$ cat config.mk
export PLATFORM = sky130hd
export DESIGN_NAME = pw_candidate_gen
export DESIGN_NICKNAME = d
export VERILOG_FILES = /design/src/rtl/pw_candidate_gen.sv
export SDC_FILE = /design/constraint.sdc
export NUM_CORES = 1
export LEC_CHECK = 0
export BUFFER_PORTS_ARGS = -buffer_cell sky130_fd_sc_hd__buf_2
export CAP_MARGIN = 25
export CORE_MARGIN = 3
export CORE_UTILIZATION = 51
export CTS_CLUSTER_DIAMETER = 40
export CTS_CLUSTER_SIZE = 14
export DETAILED_ROUTE_END_ITERATION = 8
export PLACE_DENSITY = 0.73
export SLEW_MARGIN = 20
export SYNTH_ARGS = -nofsm -noshare
export SYNTH_HDL_FRONTEND = slang
export SYNTH_SLANG_ARGS = --single-unit
$ cat constraint.sdc
create_clock -name clk -period 3 [get_ports clk]
set_input_delay 0.6 -clock clk [delete_from_list [all_inputs] [get_ports clk]]
set_output_delay 0.6 -clock clk [all_outputs]
set_load 0.005 [all_outputs]
$ cat src/rtl/pw_candidate_gen.sv
`default_nettype none
// ============================================================================
// Module   : pw_candidate_gen
// Purpose  : Brute-force password candidate source. Enumerates every
//            PW_LEN-character word over a 36-symbol alphabet (A-Z, 0-9)
//            whose first character index lies in [from..to], and streams
//            the words out on a valid/ready interface.
// Options  : HIT_STOP_EN - when defined, a comparator hit in EMIT ends the
//            run early and reports found_stop_o together with done_o.
// Revision : 1.0 - initial release
// ============================================================================
module pw_candidate_gen #(
  parameter int PW_LEN  = 4,
  parameter int CHARSET = 36,
  parameter int IDX_W   = 6
) (
  input  logic                clk,
  input  logic                rst,
  input  logic                start_i,
  input  logic [IDX_W-1:0]    from_i,
  input  logic [IDX_W-1:0]    to_i,
  input  logic                abort_i,
  input  logic                hit_i,
  output logic [PW_LEN*8-1:0] cand_o,
  output logic                cand_valid_o,
  input  logic                cand_ready_i,
  output logic                cand_last_o,
  output logic                busy_o,
  output logic                done_o,
  output logic                range_err_o
`ifdef HIT_STOP_EN
  ,
  output logic                found_stop_o
`endif
);

  // Highest legal per-character index; a first-character end index above
  // this value is outside the alphabet.
  localparam logic [IDX_W-1:0] C_IDX_MAX = IDX_W'(CHARSET - 1);

  typedef enum logic [1:0] {
    S_IDLE  = 2'd0,
    S_CHECK = 2'd1,
    S_EMIT  = 2'd2,
    S_FIN   = 2'd3
  } state_t;

  state_t           state_q, state_d;
  logic [IDX_W-1:0] from_q, from_d;
  logic [IDX_W-1:0] to_q, to_d;
  logic [IDX_W-1:0] idx_q [PW_LEN];
  logic [IDX_W-1:0] idx_d [PW_LEN];
  logic             range_err_q, range_err_d;

  logic [IDX_W-1:0] w_idx_inc [PW_LEN];
  logic             w_carry;
  logic             w_rest_max;
  logic             w_range_bad;
  logic             w_emit;
  logic             w_hs;
  logic             w_last;
  logic [PW_LEN*8-1:0] w_cand_map;

`ifdef HIT_STOP_EN
  logic             found_stop_q, found_stop_d;
`else
  // Without early stop the comparator hit has no effect on enumeration.
  logic             unused_hit;
  assign unused_hit = hit_i;
`endif

  // Map a character index to its ASCII code: 0-25 -> 'A'-'Z', 26-35 -> '0'-'9'.
  function automatic logic [7:0] f_ascii(input logic [IDX_W-1:0] idx);
    logic [7:0] v;
    v = 8'(idx);
    if (v < 8'd26) begin
      f_ascii = 8'h41 + v;
    end else begin
      f_ascii = 8'h30 + (v - 8'd26);
    end
  endfunction

  // Position 0 is the leftmost character and occupies the MSB byte.
  generate
    for (genvar g = 0; g < PW_LEN; g++) begin : g_cand_map
      assign w_cand_map[(PW_LEN-1-g)*8 +: 8] = f_ascii(idx_q[g]);
    end
  endgenerate

  assign w_emit      = (state_q == S_EMIT);
  assign w_hs        = w_emit && cand_ready_i;
  assign w_range_bad = (from_q > to_q) || (to_q > C_IDX_MAX);

  // Odometer increment: rightmost position first, each wrapping to 0 and
  // carrying left. Position 0 never wraps because the run ends at 'to'.
  always_comb begin
    w_idx_inc = idx_q;
    w_carry   = 1'b1;
    for (int i = PW_LEN - 1; i >= 1; i--) begin
      if (w_carry) begin
        if (idx_q[i] == C_IDX_MAX) begin
          w_idx_inc[i] = '0;
        end else begin
          w_idx_inc[i] = idx_q[i] + 1'b1;
          w_carry      = 1'b0;
        end
      end
    end
    if (w_carry) begin
      w_idx_inc[0] = idx_q[0] + 1'b1;
    end
  end

  // Detect that every non-leading position sits at the top of the alphabet.
  always_comb begin
    w_rest_max = 1'b1;
    for (int i = 1; i < PW_LEN; i++) begin
      if (idx_q[i] != C_IDX_MAX) begin
        w_rest_max = 1'b0;
      end
    end
  end

  assign w_last = w_emit && (idx_q[0] == to_q) && w_rest_max;

  // Next-state logic: sequencing, range check, counter advance, abort/stop.
  always_comb begin
    state_d     = state_q;
    from_d      = from_q;
    to_d        = to_q;
    idx_d       = idx_q;
    range_err_d = 1'b0;
`ifdef HIT_STOP_EN
    found_stop_d = 1'b0;
`endif
    case (state_q)
      S_IDLE: begin
        if (start_i) begin
          from_d  = from_i;
          to_d    = to_i;
          state_d = S_CHECK;
        end
      end
      S_CHECK: begin
        if (abort_i) begin
          state_d = S_FIN;
        end else if (w_range_bad) begin
          range_err_d = 1'b1;
          state_d     = S_FIN;
        end else begin
          idx_d[0] = from_q;
          for (int i = 1; i < PW_LEN; i++) begin
            idx_d[i] = '0;
          end
          state_d = S_EMIT;
        end
      end
      S_EMIT: begin
        // abort outranks a concurrent handshake: the counter is frozen.
        if (abort_i) begin
          state_d = S_FIN;
`ifdef HIT_STOP_EN
        end else if (hit_i) begin
          found_stop_d = 1'b1;
          state_d      = S_FIN;
`endif
        end else if (w_hs) begin
          if (w_last) begin
            state_d = S_FIN;
          end else begin
            idx_d = w_idx_inc;
          end
        end
      end
      S_FIN: begin
        state_d = S_IDLE;
      end
      default: begin
        state_d = S_IDLE;
      end
    endcase
  end

  // State and datapath registers with synchronous reset.
  always_ff @(posedge clk) begin
    if (rst) begin
      state_q     <= S_IDLE;
      from_q      <= '0;
      to_q        <= '0;
      range_err_q <= 1'b0;
      for (int i = 0; i < PW_LEN; i++) begin
        idx_q[i] <= '0;
      end
`ifdef HIT_STOP_EN
      found_stop_q <= 1'b0;
`endif
    end else begin
      state_q     <= state_d;
      from_q      <= from_d;
      to_q        <= to_d;
      range_err_q <= range_err_d;
      idx_q       <= idx_d;
`ifdef HIT_STOP_EN
      found_stop_q <= found_stop_d;
`endif
    end
  end

  // Outputs decode the registered state; cand reads zero outside EMIT.
  assign cand_valid_o = w_emit;
  assign cand_o       = w_emit ? w_cand_map : '0;
  assign cand_last_o  = w_last;
  assign busy_o       = (state_q != S_IDLE);
  assign done_o       = (state_q == S_FIN);
  assign range_err_o  = range_err_q;
`ifdef HIT_STOP_EN
  assign found_stop_o = found_stop_q;
`endif

endmodule
`default_nettype wire

==> flow_summary.html, run 1 <==
<table>
<tr><th>Metric</th><th>Value</th></tr>
<tr><th colspan="2">GRT</th></tr>
<tr><td>Wire length of the first global-routing pass</td><td>12000 um</td></tr>
<tr><td>Via count of the first global-routing pass</td><td>2718</td></tr>
<tr><td>Total congestion overflow</td><td>0</td></tr>
<tr><td>Number of antenna violations at the first check in global routing</td><td>0</td></tr>
<tr><td>Maximum number of pins on one net before global-route repair</td><td>40</td></tr>
<tr><td>Global-route usage over all layers</td><td>0.195</td></tr>
<tr><th colspan="2">Cells and area</th></tr>
<tr><td>Leading cell types in the layout, fill and taps excluded</td><td>61 x nand2_1, 49 x nor2_1, 49 x buf_2</td></tr>
<tr><td>Area occupied by multi-input gates</td><td>2180 um^2</td></tr>
<tr><td>Most common library cell in the layout ignoring fill and taps</td><td>nand2_1</td></tr>
<tr><td>Final net count</td><td>512</td></tr>
<tr><td>N_diodes</td><td>0</td></tr>
<tr><td>Layout cell share with drive strength beyond 1</td><td>0.165</td></tr>
<tr><td>Fill cells</td><td>565</td></tr>
<tr><td>Total non-filler cell area in the finished layout</td><td>3530 um^2</td></tr>
<tr><td>Synthesis-to-finish area growth</td><td>10.9%</td></tr>
<tr><td>FF+latch area</td><td>782 um^2</td></tr>
<tr><th colspan="2">Logic synthesis</th></tr>
<tr><td>Portion of the post-synthesis area used by sequential elements</td><td>0.245</td></tr>
<tr><td>Cell area after technology mapping</td><td>3190 um^2</td></tr>
<tr><td>Share of synthesized flip-flops with an asynchronous set or reset</td><td>0</td></tr>
<tr><td>Leading register cell type out of synthesis</td><td>dfxtp_1</td></tr>
<tr><td>Count of warnings emitted by yosys</td><td>0</td></tr>
<tr><td>Flop and latch count out of synthesis</td><td>39</td></tr>
<tr><td>Number of instances in the synthesized netlist</td><td>432</td></tr>
<tr><td>Count of different cell masters after synthesis</td><td>55</td></tr>
<tr><td>Post-Syn Area per Cell</td><td>7.37 um^2</td></tr>
<tr><td>Number of enable flip-flop cells after synthesis</td><td>0</td></tr>
<tr><th colspan="2">Critical path</th></tr>
<tr><td>Slowest stage delay, CP</td><td>0.60 ns</td></tr>
<tr><td>Crit path max fanout</td><td>7</td></tr>
<tr><td>Data required time of the critical path</td><td>2.40 ns</td></tr>
<tr><td>Crit path DAT</td><td>2.27 ns</td></tr>
<tr><td>Launching element type of the critical path</td><td>register</td></tr>
<tr><td>Worst path slowest cell</td><td>or4_4</td></tr>
<tr><td>Cell-by-cell listing of the critical path</td><td>ha_1 -&gt; and4bb_2 -&gt; nand4_1 -&gt; or4_4 -&gt; clkinv_4 -&gt; buf_2</td></tr>
<tr><td>Type of the worst setup path</td><td>register to output pin</td></tr>
<tr><td>Worst Setup End Kind</td><td>output pin</td></tr>
<tr><td>Buffer and inverter count on the worst path</td><td>2</td></tr>
<tr><td>Top Family by Delay on Critical Path</td><td>simple AND/OR/NAND/NOR gates</td></tr>
<tr><th colspan="2">Route</th></tr>
<tr><td>Vias after detailed routing</td><td>3017</td></tr>
<tr><td>Average wire per standard cell</td><td>12.9 um</td></tr>
<tr><td>Routed vias/inst</td><td>5.56</td></tr>
<tr><td>Starting DRT DRC Count</td><td>124</td></tr>
<tr><td>Number of iterations in the first detailed-routing pass</td><td>4</td></tr>
<tr><td>Number of nets with antenna violations after detailed routing</td><td>0</td></tr>
<tr><td>Count of unresolved DRC violations after routing</td><td>0</td></tr>
<tr><td>Aggregate routed wire length</td><td>7020 um</td></tr>
<tr><th colspan="2">Floorplanning</th></tr>
<tr><td>Total Die Area</td><td>7230 um^2</td></tr>
<tr><td>Site Rows</td><td>28</td></tr>
<tr><td>Chip Width</td><td>85.0 um</td></tr>
<tr><td>Chip Height</td><td>85.0 um</td></tr>
<tr><td>Top-Level Pins</td><td>55</td></tr>
<tr><td>Core Region</td><td>5990 um^2</td></tr>
<tr><td>Starting density of the core</td><td>0.532</td></tr>
<tr><th colspan="2">Power</th></tr>
<tr><td>Clk pwr share</td><td>0.210</td></tr>
<tr><td>Leakage</td><td>1.45 nW</td></tr>
<tr><td>Total net switching power</td><td>0.725 mW</td></tr>
<tr><td>Cell Int Power</td><td>1.03 mW</td></tr>
<tr><td>Combinational share of power</td><td>0.429</td></tr>
<tr><td>Flop pwr share</td><td>0.361</td></tr>
<tr><td>Overall Power</td><td>1.76 mW</td></tr>
<tr><td>Peak VDD IR</td><td>0.340 mV</td></tr>
<tr><td>Net Sw Frac</td><td>0.412</td></tr>
<tr><td>PwrDens</td><td>498 nW/um^2</td></tr>
<tr><th colspan="2">CTS</th></tr>
<tr><td>Number of buffers added by the clock tree synthesis step</td><td>5</td></tr>
<tr><td>Level count of the clock H-tree</td><td>2</td></tr>
<tr><td>Clock tree buffer depth</td><td>2</td></tr>
<tr><td>Sink Count</td><td>39</td></tr>
<tr><td>Master cell of the clock root buffer</td><td>clkbuf_8</td></tr>
<tr><td>Clock latency at the later pin of the worst-skew pair</td><td>0.30 ns</td></tr>
<tr><td>Clock-pin slew of the registers on the worst-case setup and hold paths</td><td>0.09 ns</td></tr>
<tr><td>Clock tree from TritonCTS</td><td>done</td></tr>
<tr><th colspan="2">STA</th></tr>
<tr><td>Clock period minus worst slack</td><td>2.87 ns</td></tr>
<tr><td>Final hold vios</td><td>0</td></tr>
<tr><td>Unrepaired setup endpoints after global routing</td><td>no</td></tr>
<tr><td>Worst-margin pin slew</td><td>0.627 ns</td></tr>
<tr><td>Setup Total Neg Slack</td><td>0 ns</td></tr>
<tr><td>Endpoints failing setup</td><td>0</td></tr>
<tr><td>Max-slew headroom</td><td>0.579</td></tr>
<tr><td>Final worst slack</td><td>0.125 ns</td></tr>
<tr><td>Skew final</td><td>0.00945 ns</td></tr>
<tr><td>Max Transition Viols Final</td><td>0</td></tr>
<tr><td>Final clock period utilization by the worst path</td><td>0.958</td></tr>
<tr><td>Fmax achieved</td><td>348 MHz</td></tr>
<tr><th colspan="2">Place</th></tr>
<tr><td>Last weighted congestion value of the routability-driven placer</td><td>0.852</td></tr>
<tr><td>Setup WS pre-CTS</td><td>0.374 ns</td></tr>
<tr><td>Placed wire-length estimate</td><td>5310 um</td></tr>
<tr><td>IO buf count</td><td>49</td></tr>
<tr><td>Area of placed instances</td><td>3430 um^2</td></tr>
<tr><th colspan="2">Outcome</th></tr>
<tr><td>Result of the run</td><td>complete, no violations</td></tr>
<tr><th colspan="2">Flow run</th></tr>
<tr><td>Max-capacitance violation count</td><td>0</td></tr>
<tr><th colspan="2">Worst hold path</th></tr>
<tr><td>Worst min path class</td><td>register to register</td></tr>
</table>
## registers in the layout, indices dropped and copies added (netlist names)
signal / cells
range_err_o: 1
to_q: 6
from_q: 6
state_q: 2
idx_q: 24
## worst reg2reg max path, stage by stage, from the launching register on
cell and delay (ns):
dfxtp_1 0.41, inv_1 0.06, ha_1 0.31, nand4_1 0.15, o31ai_1 0.35, a41o_1 0.26
nand3_1 0.31, or4_1 0.57, a21oi_1 0.14
## synth_stat cells, types with 3 or more instances
cell type,instances,share of area
nand3_1,14,0.022
buf_2,6,0.0094
nor2b_1,7,0.014
o21ai_0,12,0.019
a211oi_1,12,0.028
nand4_1,9,0.018
o31ai_1,4,0.0094
nor3_1,7,0.011
xor2_1,15,0.041
a31oi_1,3,0.0059
xnor2_1,17,0.047
clkbuf_1,12,0.014
nor4_1,4,0.0079
mux2i_1,8,0.025
a21oi_1,46,0.072
nand2_1,61,0.072
nand2b_1,3,0.0059
buf_1,5,0.0059
dfxtp_1,39,0.25
or3_1,4,0.0079
buf_4,4,0.0094
a32o_1,3,0.0094
nor2_1,50,0.059
ha_1,27,0.11
or4_1,3,0.0071
inv_1,22,0.026
## metal layers
layer,part of all wire,GRT usage
met1,0.49,0.254
met3,0.037,0.0311
met2,0.46,0.337
met4,0.011,0.0475
met5,0,0
## cell families after synthesis
| logic type | count (synthesis) | share of synthesized area |
|---|---|---|
| multiplexers | 9 | 0.0287 |
| flip-flops | 39 | 0.245 |
| other | 1 | 0.00118 |
| buffers and inverters | 54 | 0.0774 |
| AND/OR/NAND/NOR | 174 | 0.267 |
| XOR/XNOR | 32 | 0.0880 |
| AO/OA/AOI/OAI | 96 | 0.187 |
| adder cells (fa/ha/maj) | 27 | 0.106 |
## final timing paths
| kind | endpoint | from | cells past startpoint | slack, ns |
|---|---|---|---|---|
| setup / recovery | cand_last_o | idx_q[12] | 6 | 0.13 |
| hold / removal | from_q[0] | from_q[0] | 2 | 0.48 |
| setup reg to reg | idx_q[3] | to_q[5] | 8 | 0.36 |
| hold reg to reg | from_q[0] | from_q[0] | 2 | 0.48 |
## cell type report
| cell class | instances | area share |
|---|---|---|
| Clock buffer | 5 | 0.0195 |
| Timing Repair Buffer | 55 | 0.0822 |
| Inverter | 24 | 0.0269 |
| Clock inverter | 3 | 0.00673 |
| Tap cell | 75 | 0.0266 |
| Sequential cell | 39 | 0.221 |
| Multi-Input combinational cell | 342 | 0.617 |
## power by group through the flow
| stage | Sequential (mW) | Clock [mW] | Combinational [mW] |
|---|---|---|---|
| detailed placement | 0.646 | 0 | 0.756 |
| floorplan | 0.621 | 0 | 0.569 |
| CTS | 0.633 | 0.379 | 0.759 |
| finish | 0.634 | 0.370 | 0.755 |
| global placement | 0.645 | 0 | 0.736 |
| global route | 0.644 | 0.400 | 0.862 |
## timing repair
action,in CTS,in global routing
endpoints found under the setup margin,0,4
hold endpoints to repair,0,0
hold buffers,0,0
setup buffers,0,0
gates resized for setup,0,4
## metrics by stage
step	util	std cells	hold slack [ns]
2_1_floorplan	-	435	0.449
3_3_place_gp	0.572	535	0.470
3_5_place_dp	0.572	535	0.471
4_1_cts	0.588	543	0.485
5_1_grt	0.590	543	0.513
6_report	0.590	543	0.485
Power figures use the tool's default switching activity.
==> inputs of run 2 (changes only) <==
Clock period 3 ns to 2.95 ns, I/O delays scaled along.
==> run 2 against run 1 <==
  * Clock power is 44% higher
  * Utilization is 0.79 points higher
  * Flip-flop and latch count stayed put
  * Critical path type unchanged
  * Critical endpoint is now cand_o[13]
==> flow_summary.html, run 2 (same netlist as run 1, synthesis figures left out) <==
<table>
<tr><th>Metric</th><th>Value</th></tr>
<tr><th colspan="2">Cells and area</th></tr>
<tr><td>FF+latch area</td><td>782 um^2</td></tr>
<tr><td>N_diodes</td><td>0</td></tr>
<tr><td>Non-filler instance count after layout</td><td>544</td></tr>
<tr><td>Leading cell types in the layout, fill and taps excluded</td><td>61 x nand2_1, 50 x nor2_1, 49 x buf_2</td></tr>
<tr><td>Layout cell share with drive strength beyond 1</td><td>0.164</td></tr>
<tr><td>Total non-filler cell area in the finished layout</td><td>3580 um^2</td></tr>
<tr><td>Most flops, register</td><td>idx_q</td></tr>
<tr><td>Area occupied by multi-input gates</td><td>2180 um^2</td></tr>
<tr><td>Max reg flops</td><td>24</td></tr>
<tr><td>Most common library cell in the layout ignoring fill and taps</td><td>nand2_1</td></tr>
<tr><td>Synthesis-to-finish area growth</td><td>12.4%</td></tr>
<tr><td>Final net count</td><td>513</td></tr>
<tr><td>Largest registers</td><td>idx_q (24), from_q (6), to_q (6)</td></tr>
<tr><td>Fill cells</td><td>564</td></tr>
<tr><th colspan="2">Route</th></tr>
<tr><td>Starting DRT DRC Count</td><td>124</td></tr>
<tr><td>Count of unresolved DRC violations after routing</td><td>0</td></tr>
<tr><td>Number of iterations in the first detailed-routing pass</td><td>4</td></tr>
<tr><td>Routed vias/inst</td><td>5.59</td></tr>
<tr><td>Vias after detailed routing</td><td>3041</td></tr>
<tr><td>Aggregate routed wire length</td><td>7170 um</td></tr>
<tr><td>Number of nets with antenna violations after detailed routing</td><td>0</td></tr>
<tr><td>Average wire per standard cell</td><td>13.2 um</td></tr>
<tr><th colspan="2">STA</th></tr>
<tr><td>Max-slew headroom</td><td>0.590</td></tr>
<tr><td>Endpoints failing setup</td><td>0</td></tr>
<tr><td>Setup Total Neg Slack</td><td>0 ns</td></tr>
<tr><td>Unrepaired setup endpoints after global routing</td><td>no</td></tr>
<tr><td>Final hold vios</td><td>0</td></tr>
<tr><td>Worst-margin pin slew</td><td>0.610 ns</td></tr>
<tr><td>Clock period minus worst slack</td><td>2.83 ns</td></tr>
<tr><td>Max Transition Viols Final</td><td>0</td></tr>
<tr><td>Fmax achieved</td><td>353 MHz</td></tr>
<tr><td>Final clock period utilization by the worst path</td><td>0.961</td></tr>
<tr><td>Skew final</td><td>0.0107 ns</td></tr>
<tr><th colspan="2">GRT</th></tr>
<tr><td>Total congestion overflow</td><td>0</td></tr>
<tr><td>Number of antenna violations at the first check in global routing</td><td>0</td></tr>
<tr><td>Global-route usage over all layers</td><td>0.202</td></tr>
<tr><td>Wire length of the first global-routing pass</td><td>12300 um</td></tr>
<tr><td>Maximum number of pins on one net before global-route repair</td><td>40</td></tr>
<tr><td>Via count of the first global-routing pass</td><td>2813</td></tr>
<tr><th colspan="2">Critical path</th></tr>
<tr><td>Crit path max fanout</td><td>6</td></tr>
<tr><td>Path depth of the worst reg2reg path</td><td>8</td></tr>
<tr><td>Type of the worst setup path</td><td>register to output pin</td></tr>
<tr><td>Worst Setup End Kind</td><td>output pin</td></tr>
<tr><td>Launching element type of the critical path</td><td>register</td></tr>
<tr><td>Crit path DAT</td><td>2.24 ns</td></tr>
<tr><td>Data required time of the critical path</td><td>2.36 ns</td></tr>
<tr><th colspan="2">Floorplanning</th></tr>
<tr><td>Core Region</td><td>5990 um^2</td></tr>
<tr><td>Starting density of the core</td><td>0.532</td></tr>
<tr><td>Chip Width</td><td>85.0 um</td></tr>
<tr><td>Site Rows</td><td>28</td></tr>
<tr><td>Chip Height</td><td>85.0 um</td></tr>
<tr><td>Top-Level Pins</td><td>55</td></tr>
<tr><td>Total Die Area</td><td>7230 um^2</td></tr>
<tr><th colspan="2">Worst hold path</th></tr>
<tr><td>Cell count of the worst hold path</td><td>2</td></tr>
<tr><td>Worst min path class</td><td>register to register</td></tr>
<tr><th colspan="2">CTS</th></tr>
<tr><td>Level count of the clock H-tree</td><td>2</td></tr>
<tr><td>Master cell of the clock root buffer</td><td>clkbuf_8</td></tr>
<tr><td>Clock tree from TritonCTS</td><td>done</td></tr>
<tr><td>Clock tree buffer depth</td><td>2</td></tr>
<tr><td>Sink Count</td><td>39</td></tr>
<tr><td>Clock-pin slew of the registers on the worst-case setup and hold paths</td><td>0.08 ns</td></tr>
<tr><td>Number of buffers added by the clock tree synthesis step</td><td>5</td></tr>
<tr><td>Clock latency at the later pin of the worst-skew pair</td><td>0.29 ns</td></tr>
<tr><th colspan="2">Place</th></tr>
<tr><td>Last weighted congestion value of the routability-driven placer</td><td>0.820</td></tr>
<tr><td>Placed wire-length estimate</td><td>5320 um</td></tr>
<tr><td>Area of placed instances</td><td>3440 um^2</td></tr>
<tr><td>Count of placed standard cells including taps</td><td>536</td></tr>
<tr><td>IO buf count</td><td>49</td></tr>
<tr><th colspan="2">Power</th></tr>
<tr><td>Leakage</td><td>1.48 nW</td></tr>
<tr><td>PwrDens</td><td>548 nW/um^2</td></tr>
<tr><td>Peak VDD IR</td><td>0.337 mV</td></tr>
<tr><td>Overall Power</td><td>1.96 mW</td></tr>
<tr><th colspan="2">Flow run</th></tr>
<tr><td>Max-capacitance violation count</td><td>0</td></tr>
<tr><th colspan="2">Outcome</th></tr>
<tr><td>Result of the run</td><td>complete, no violations</td></tr>
</table>
-- run 2: cell types whose count changed in the layout (fill, tap and decap cells not counted), sizes merged --
cell / change
buf: +1
clkbuf: +1
clkinvlp: -2
bufinv: +2
inv: -1
-- run 2: path summary, 6_finish.rpt --
kind | startpoint | slack, ns | to
max | idx_q[8] | 0.12 | cand_o[13]
min | from_q[0] | 0.48 | from_q[0]
max reg2reg | to_q[5] | 0.29 | idx_q[7]
min reg2reg | from_q[0] | 0.48 | from_q[0]
-- run 2: per-stage QoR --
stage | worst slack [ns] | util | hold slack (ns)
3_3_place_gp | 0.392 | 0.574 | 0.464
2_1_floorplan | 0.584 | - | 0.449
6_report | 0.116 | 0.598 | 0.480
5_1_grt | 0.000146 | 0.598 | 0.518
3_5_place_dp | 0.324 | 0.574 | 0.472
4_1_cts | 0.0501 | 0.596 | 0.483
-- run 2: where the power goes --
part | leakage [nW] | internal (mW) | total, mW | switching (mW)
Sequential | 0.317 | 0.578 | 0.644 | 0.0655
Combinational | 1.10 | 0.307 | 0.784 | 0.477
Clock | 0.0654 | 0.338 | 0.532 | 0.194
Total | 1.48 | 1.22 | 1.96 | 0.737
-- run 2: final cells by class --
cell class | count | area share
sequential | 39 | 0.218
timing repair buffer | 56 | 0.0832
clock buffer | 6 | 0.0203
tap | 75 | 0.0262
inverter | 24 | 0.0266
multi-input combinational | 342 | 0.609
clock inverter | 2 | 0.0168
-- run 2: routing by layer --
metal,track usage,part of all wire,vias to the layer above
li1,-,-,1569
met1,0.265,0.47,1376
met2,0.338,0.46,83
met3,0.0350,0.055,13
met4,0.0604,0.019,0
met5,0,0,-
-- run 2: what timing repair did --
action / in CTS / in global routing
endpoints found under the setup margin: 0 / 4
hold buffers: 0 / 0
buffers inserted: 0 / 0
gates resized for setup: 0 / 4
-- run 2: worst max-delay path, stage by stage, from the launching register on --
cell and delay [ns]:
dfxtp_1 0.44, inv_1 0.11, ha_1 0.21, nor2_1 0.22, xor2_1 0.18, ha_1 0.24
nor2b_1 0.13, a211oi_1 0.25, buf_2 0.15
==> inputs of run 3 (changes only) <==
Settings changed: ABC_AREA from default to 1, CTS_CLUSTER_DIAMETER 40 to default, PLACE_DENSITY 0.73 to 0.72.
==> run 3 against run 2 <==
  * Area after synthesis rose by 1.7%
  * Power rose by 60%
  * Die area rose by 1.6%
  * Utilization rose by 0.42 points
  * Wire length rose by 0.40%
  * Hold slack barely moved
  * Combinational power rose by 130%
  * Clock-buffer cell count rose by 1
  * Worst setup slack improved by 0.091 ns
  * Maximum frequency rose by 3.3%
  * Synthesized cell count rose by 15%
  * Register-to-register slack improved by 0.54 ns
  * Critical path type unchanged
  * Largest power group unchanged
==> flow_summary.html, run 3 <==
<table>
<tr><th>Metric</th><th>Value</th></tr>
<tr><th colspan="2">Outcome</th></tr>
<tr><td>Result of the run</td><td>complete, no violations</td></tr>
<tr><th colspan="2">Cells and area</th></tr>
<tr><td>Non-filler instance count after layout</td><td>618</td></tr>
<tr><td>Layout cell share with drive strength beyond 1</td><td>0.182</td></tr>
<tr><td>Leading cell types in the layout, fill and taps excluded</td><td>82 x nor2_1, 76 x nand2_1, 63 x o21ai_0</td></tr>
<tr><td>Max reg flops</td><td>24</td></tr>
<tr><td>Synthesis-to-finish area growth</td><td>11.9%</td></tr>
<tr><td>Most flops, register</td><td>idx_q</td></tr>
<tr><td>Final core occ</td><td>0.602</td></tr>
<tr><td>Final net count</td><td>587</td></tr>
<tr><td>N_diodes</td><td>0</td></tr>
<tr><td>Most common library cell in the layout ignoring fill and taps</td><td>nor2_1</td></tr>
<tr><td>Largest registers</td><td>idx_q (24), from_q (6), to_q (6)</td></tr>
<tr><td>Total non-filler cell area in the finished layout</td><td>3630 um^2</td></tr>
<tr><th colspan="2">GRT</th></tr>
<tr><td>Wire length of the first global-routing pass</td><td>12400 um</td></tr>
<tr><td>Global-route usage over all layers</td><td>0.202</td></tr>
<tr><td>Via count of the first global-routing pass</td><td>2873</td></tr>
<tr><td>GR Layer Usage met1</td><td>0.268</td></tr>
<tr><td>Maximum number of pins on one net before global-route repair</td><td>33</td></tr>
<tr><td>Routing usage on met2</td><td>0.343</td></tr>
<tr><td>Global routing usage on met3</td><td>0.0336</td></tr>
<tr><td>Layer with the highest usage</td><td>met2</td></tr>
<tr><td>Number of antenna violations at the first check in global routing</td><td>0</td></tr>
<tr><td>Total congestion overflow</td><td>0</td></tr>
<tr><th colspan="2">Route</th></tr>
<tr><td>Starting DRT DRC Count</td><td>111</td></tr>
<tr><td>Aggregate routed wire length</td><td>7200 um</td></tr>
<tr><td>Vias after detailed routing</td><td>3148</td></tr>
<tr><td>Count of unresolved DRC violations after routing</td><td>0</td></tr>
<tr><td>Average wire per standard cell</td><td>11.7 um</td></tr>
<tr><td>Number of nets with antenna violations after detailed routing</td><td>0</td></tr>
<tr><td>Number of iterations in the first detailed-routing pass</td><td>4</td></tr>
<tr><td>Routed vias/inst</td><td>5.09</td></tr>
<tr><th colspan="2">Logic synthesis</th></tr>
<tr><td>Flop and latch count out of synthesis</td><td>39</td></tr>
<tr><td>Leading register cell type out of synthesis</td><td>dfxtp_1</td></tr>
<tr><td>Leading cell types by total area after synthesis</td><td>dfxtp_1 24%, ha_1 10%, o21ai_0 9.7%, nor2_1 9.5%, nand2_1 8.8%</td></tr>
<tr><td>Cell area after technology mapping</td><td>3240 um^2</td></tr>
<tr><td>Count of warnings emitted by yosys</td><td>0</td></tr>
<tr><td>Post-Syn Area per Cell</td><td>6.51 um^2</td></tr>
<tr><td>Area share of the largest cell type after synthesis</td><td>0.241</td></tr>
<tr><td>Number of enable flip-flop cells after synthesis</td><td>0</td></tr>
<tr><td>Number of instances in the synthesized netlist</td><td>498</td></tr>
<tr><td>Share of synthesized flip-flops with an asynchronous set or reset</td><td>0</td></tr>
<tr><td>Most common cell in the netlist</td><td>nor2_1</td></tr>
<tr><td>Largest area contributor in the synthesized netlist</td><td>dfxtp_1</td></tr>
<tr><td>Portion of the post-synthesis area used by sequential elements</td><td>0.241</td></tr>
<tr><td>Ranking of synthesized cells by instance count</td><td>82 x nor2_1, 76 x nand2_1, 63 x o21ai_0</td></tr>
<tr><td>Count of different cell masters after synthesis</td><td>31</td></tr>
<tr><th colspan="2">STA</th></tr>
<tr><td>Clock period minus worst slack</td><td>2.74 ns</td></tr>
<tr><td>Max-slew headroom</td><td>0.431</td></tr>
<tr><td>Skew final</td><td>0.00583 ns</td></tr>
<tr><td>Fmax achieved</td><td>365 MHz</td></tr>
<tr><td>Unrepaired setup endpoints after global routing</td><td>no</td></tr>
<tr><td>Final clock period utilization by the worst path</td><td>0.930</td></tr>
<tr><td>Worst-margin pin slew</td><td>0.853 ns</td></tr>
<tr><td>Max Transition Viols Final</td><td>0</td></tr>
<tr><td>Final hold vios</td><td>0</td></tr>
<tr><td>Final worst slack</td><td>0.207 ns</td></tr>
<tr><td>Endpoints failing setup</td><td>0</td></tr>
<tr><td>Setup Total Neg Slack</td><td>0 ns</td></tr>
<tr><th colspan="2">Critical path</th></tr>
<tr><td>Top Family by Delay on Critical Path</td><td>simple AND/OR/NAND/NOR gates</td></tr>
<tr><td>Buffer and inverter count on the worst path</td><td>2</td></tr>
<tr><td>Launching element type of the critical path</td><td>register</td></tr>
<tr><td>Critical register-to-register path startpoint</td><td>state_q[0]</td></tr>
<tr><td>Path depth of the worst reg2reg path</td><td>10</td></tr>
<tr><td>Critical path origin</td><td>idx_q[13]</td></tr>
<tr><td>Crit path max fanout</td><td>5</td></tr>
<tr><td>Slowest stage delay, CP</td><td>0.40 ns</td></tr>
<tr><td>Data required time of the critical path</td><td>2.36 ns</td></tr>
<tr><td>Cell-by-cell listing of the critical path</td><td>inv_1 -&gt; ha_1 -&gt; nor3_1 -&gt; xor2_1 -&gt; ha_1 -&gt; or2_2 -&gt; a31oi_1 -&gt; buf_2</td></tr>
<tr><td>Worst path slowest cell</td><td>dfxtp_1</td></tr>
<tr><td>Crit path DAT</td><td>2.15 ns</td></tr>
<tr><td>Register-to-register path setup slack</td><td>0.83 ns</td></tr>
<tr><td>Type of the worst setup path</td><td>register to output pin</td></tr>
<tr><td>Critical Path Most Common Cell</td><td>ha_1</td></tr>
<tr><td>FF-to-FF End</td><td>idx_q[22]</td></tr>
<tr><td>Worst Setup End Kind</td><td>output pin</td></tr>
<tr><th colspan="2">Power</th></tr>
<tr><td>Leakage</td><td>1.76 nW</td></tr>
<tr><td>Peak VDD IR</td><td>0.583 mV</td></tr>
<tr><td>PwrDens</td><td>867 nW/um^2</td></tr>
<tr><th colspan="2">Floorplanning</th></tr>
<tr><td>Chip Height</td><td>85.7 um</td></tr>
<tr><td>Chip Width</td><td>85.7 um</td></tr>
<tr><td>Core Region</td><td>6030 um^2</td></tr>
<tr><td>Total Die Area</td><td>7350 um^2</td></tr>
<tr><td>Starting density of the core</td><td>0.538</td></tr>
<tr><td>Site Rows</td><td>28</td></tr>
<tr><td>Top-Level Pins</td><td>55</td></tr>
<tr><th colspan="2">Place</th></tr>
<tr><td>Setup WS pre-CTS</td><td>0.509 ns</td></tr>
<tr><td>Last weighted congestion value of the routability-driven placer</td><td>0.850</td></tr>
<tr><td>Placed wire-length estimate</td><td>5500 um</td></tr>
<tr><td>Area of placed instances</td><td>3520 um^2</td></tr>
<tr><td>Count of placed standard cells including taps</td><td>610</td></tr>
<tr><td>IO buf count</td><td>49</td></tr>
<tr><th colspan="2">CTS</th></tr>
<tr><td>Level count of the clock H-tree</td><td>2</td></tr>
<tr><td>Sink Count</td><td>39</td></tr>
<tr><td>Number of buffers added by the clock tree synthesis step</td><td>5</td></tr>
<tr><td>Number of buffers inserted to repair setup after CTS</td><td>0</td></tr>
<tr><td>Number of gates resized after cts</td><td>0</td></tr>
<tr><td>Clock tree from TritonCTS</td><td>done</td></tr>
<tr><td>Clock tree buffer depth</td><td>2</td></tr>
<tr><td>Clock latency at the later pin of the worst-skew pair</td><td>0.29 ns</td></tr>
<tr><td>Clock-pin slew of the registers on the worst-case setup and hold paths</td><td>0.08 ns</td></tr>
<tr><td>Master cell of the clock root buffer</td><td>clkbuf_8</td></tr>
<tr><td>Hold_buf cts</td><td>0</td></tr>
<tr><th colspan="2">Worst hold path</th></tr>
<tr><td>Worst hold start</td><td>from_q[2]</td></tr>
<tr><td>Cell count of the worst hold path</td><td>2</td></tr>
<tr><td>Worst min path class</td><td>register to register</td></tr>
<tr><td>Hold path endpoint</td><td>from_q[2]</td></tr>
<tr><th colspan="2">Flow run</th></tr>
<tr><td>Max-capacitance violation count</td><td>0</td></tr>
</table>
-- run 3: tightest hold or removal path, delay by kind of cell, from the launching register on --
family | cells | cell delay (ns)
compound gates | 1 | 0.05
buf+inv | 1 | 0.06
flops | 1 | 0.32
-- run 3: final cells by class --
class | count | area (um^2)
fillers | 629 | 2400
repair buffers | 51 | 260
flip-flops and latches | 39 | 781
inverters | 64 | 255
well taps | 75 | 93.8
clock inverters | 1 | 7.51
clock buffers | 7 | 96.3
multi-input cells | 381 | 2130
-- run 3: cell families after synthesis --
logic type      Yosys count  synth area share
fa+ha+maj                27             0.104
compound gates          121             0.197
buf+inv                  81             0.105
simple gates            209             0.298
other cells               1           0.00116
flops                    39             0.241
xor+xnor                 20            0.0541
-- run 3: routing by layer --
layer / wire [um] / share of wire
met1: 3440 / 0.48
met2: 3380 / 0.47
met3: 315 / 0.044
met4: 59 / 0.0082
met5: 0 / 0
-- run 3: worst max path at each step --
stage / depth (start not counted) / end / slack [ns]
after global placement: 8 / cand_o[22] / 0.55
after detailed placement: 8 / cand_o[22] / 0.51
after floorplan: 7 / cand_o[22] / 0.71
final: 8 / cand_o[22] / 0.21
after global routing: 8 / cand_o[30] / 0.08
after CTS: 8 / cand_o[22] / 0.19
-- run 3: power breakdown --
part           total [mW]  switching, mW  internal, mW
sequential          0.951          0.240         0.712
clock               0.404          0.191         0.213
combinational        1.79           1.14         0.654
total                3.14           1.57          1.58
-- run 3: through the flow --
stage          power [mW]  hold WS [ns]
2_1_floorplan        2.31         0.443
3_3_place_gp         2.70         0.468
3_5_place_dp         2.74         0.473
4_1_cts              3.15         0.485
5_1_grt              3.51         0.521
6_report             3.14         0.480
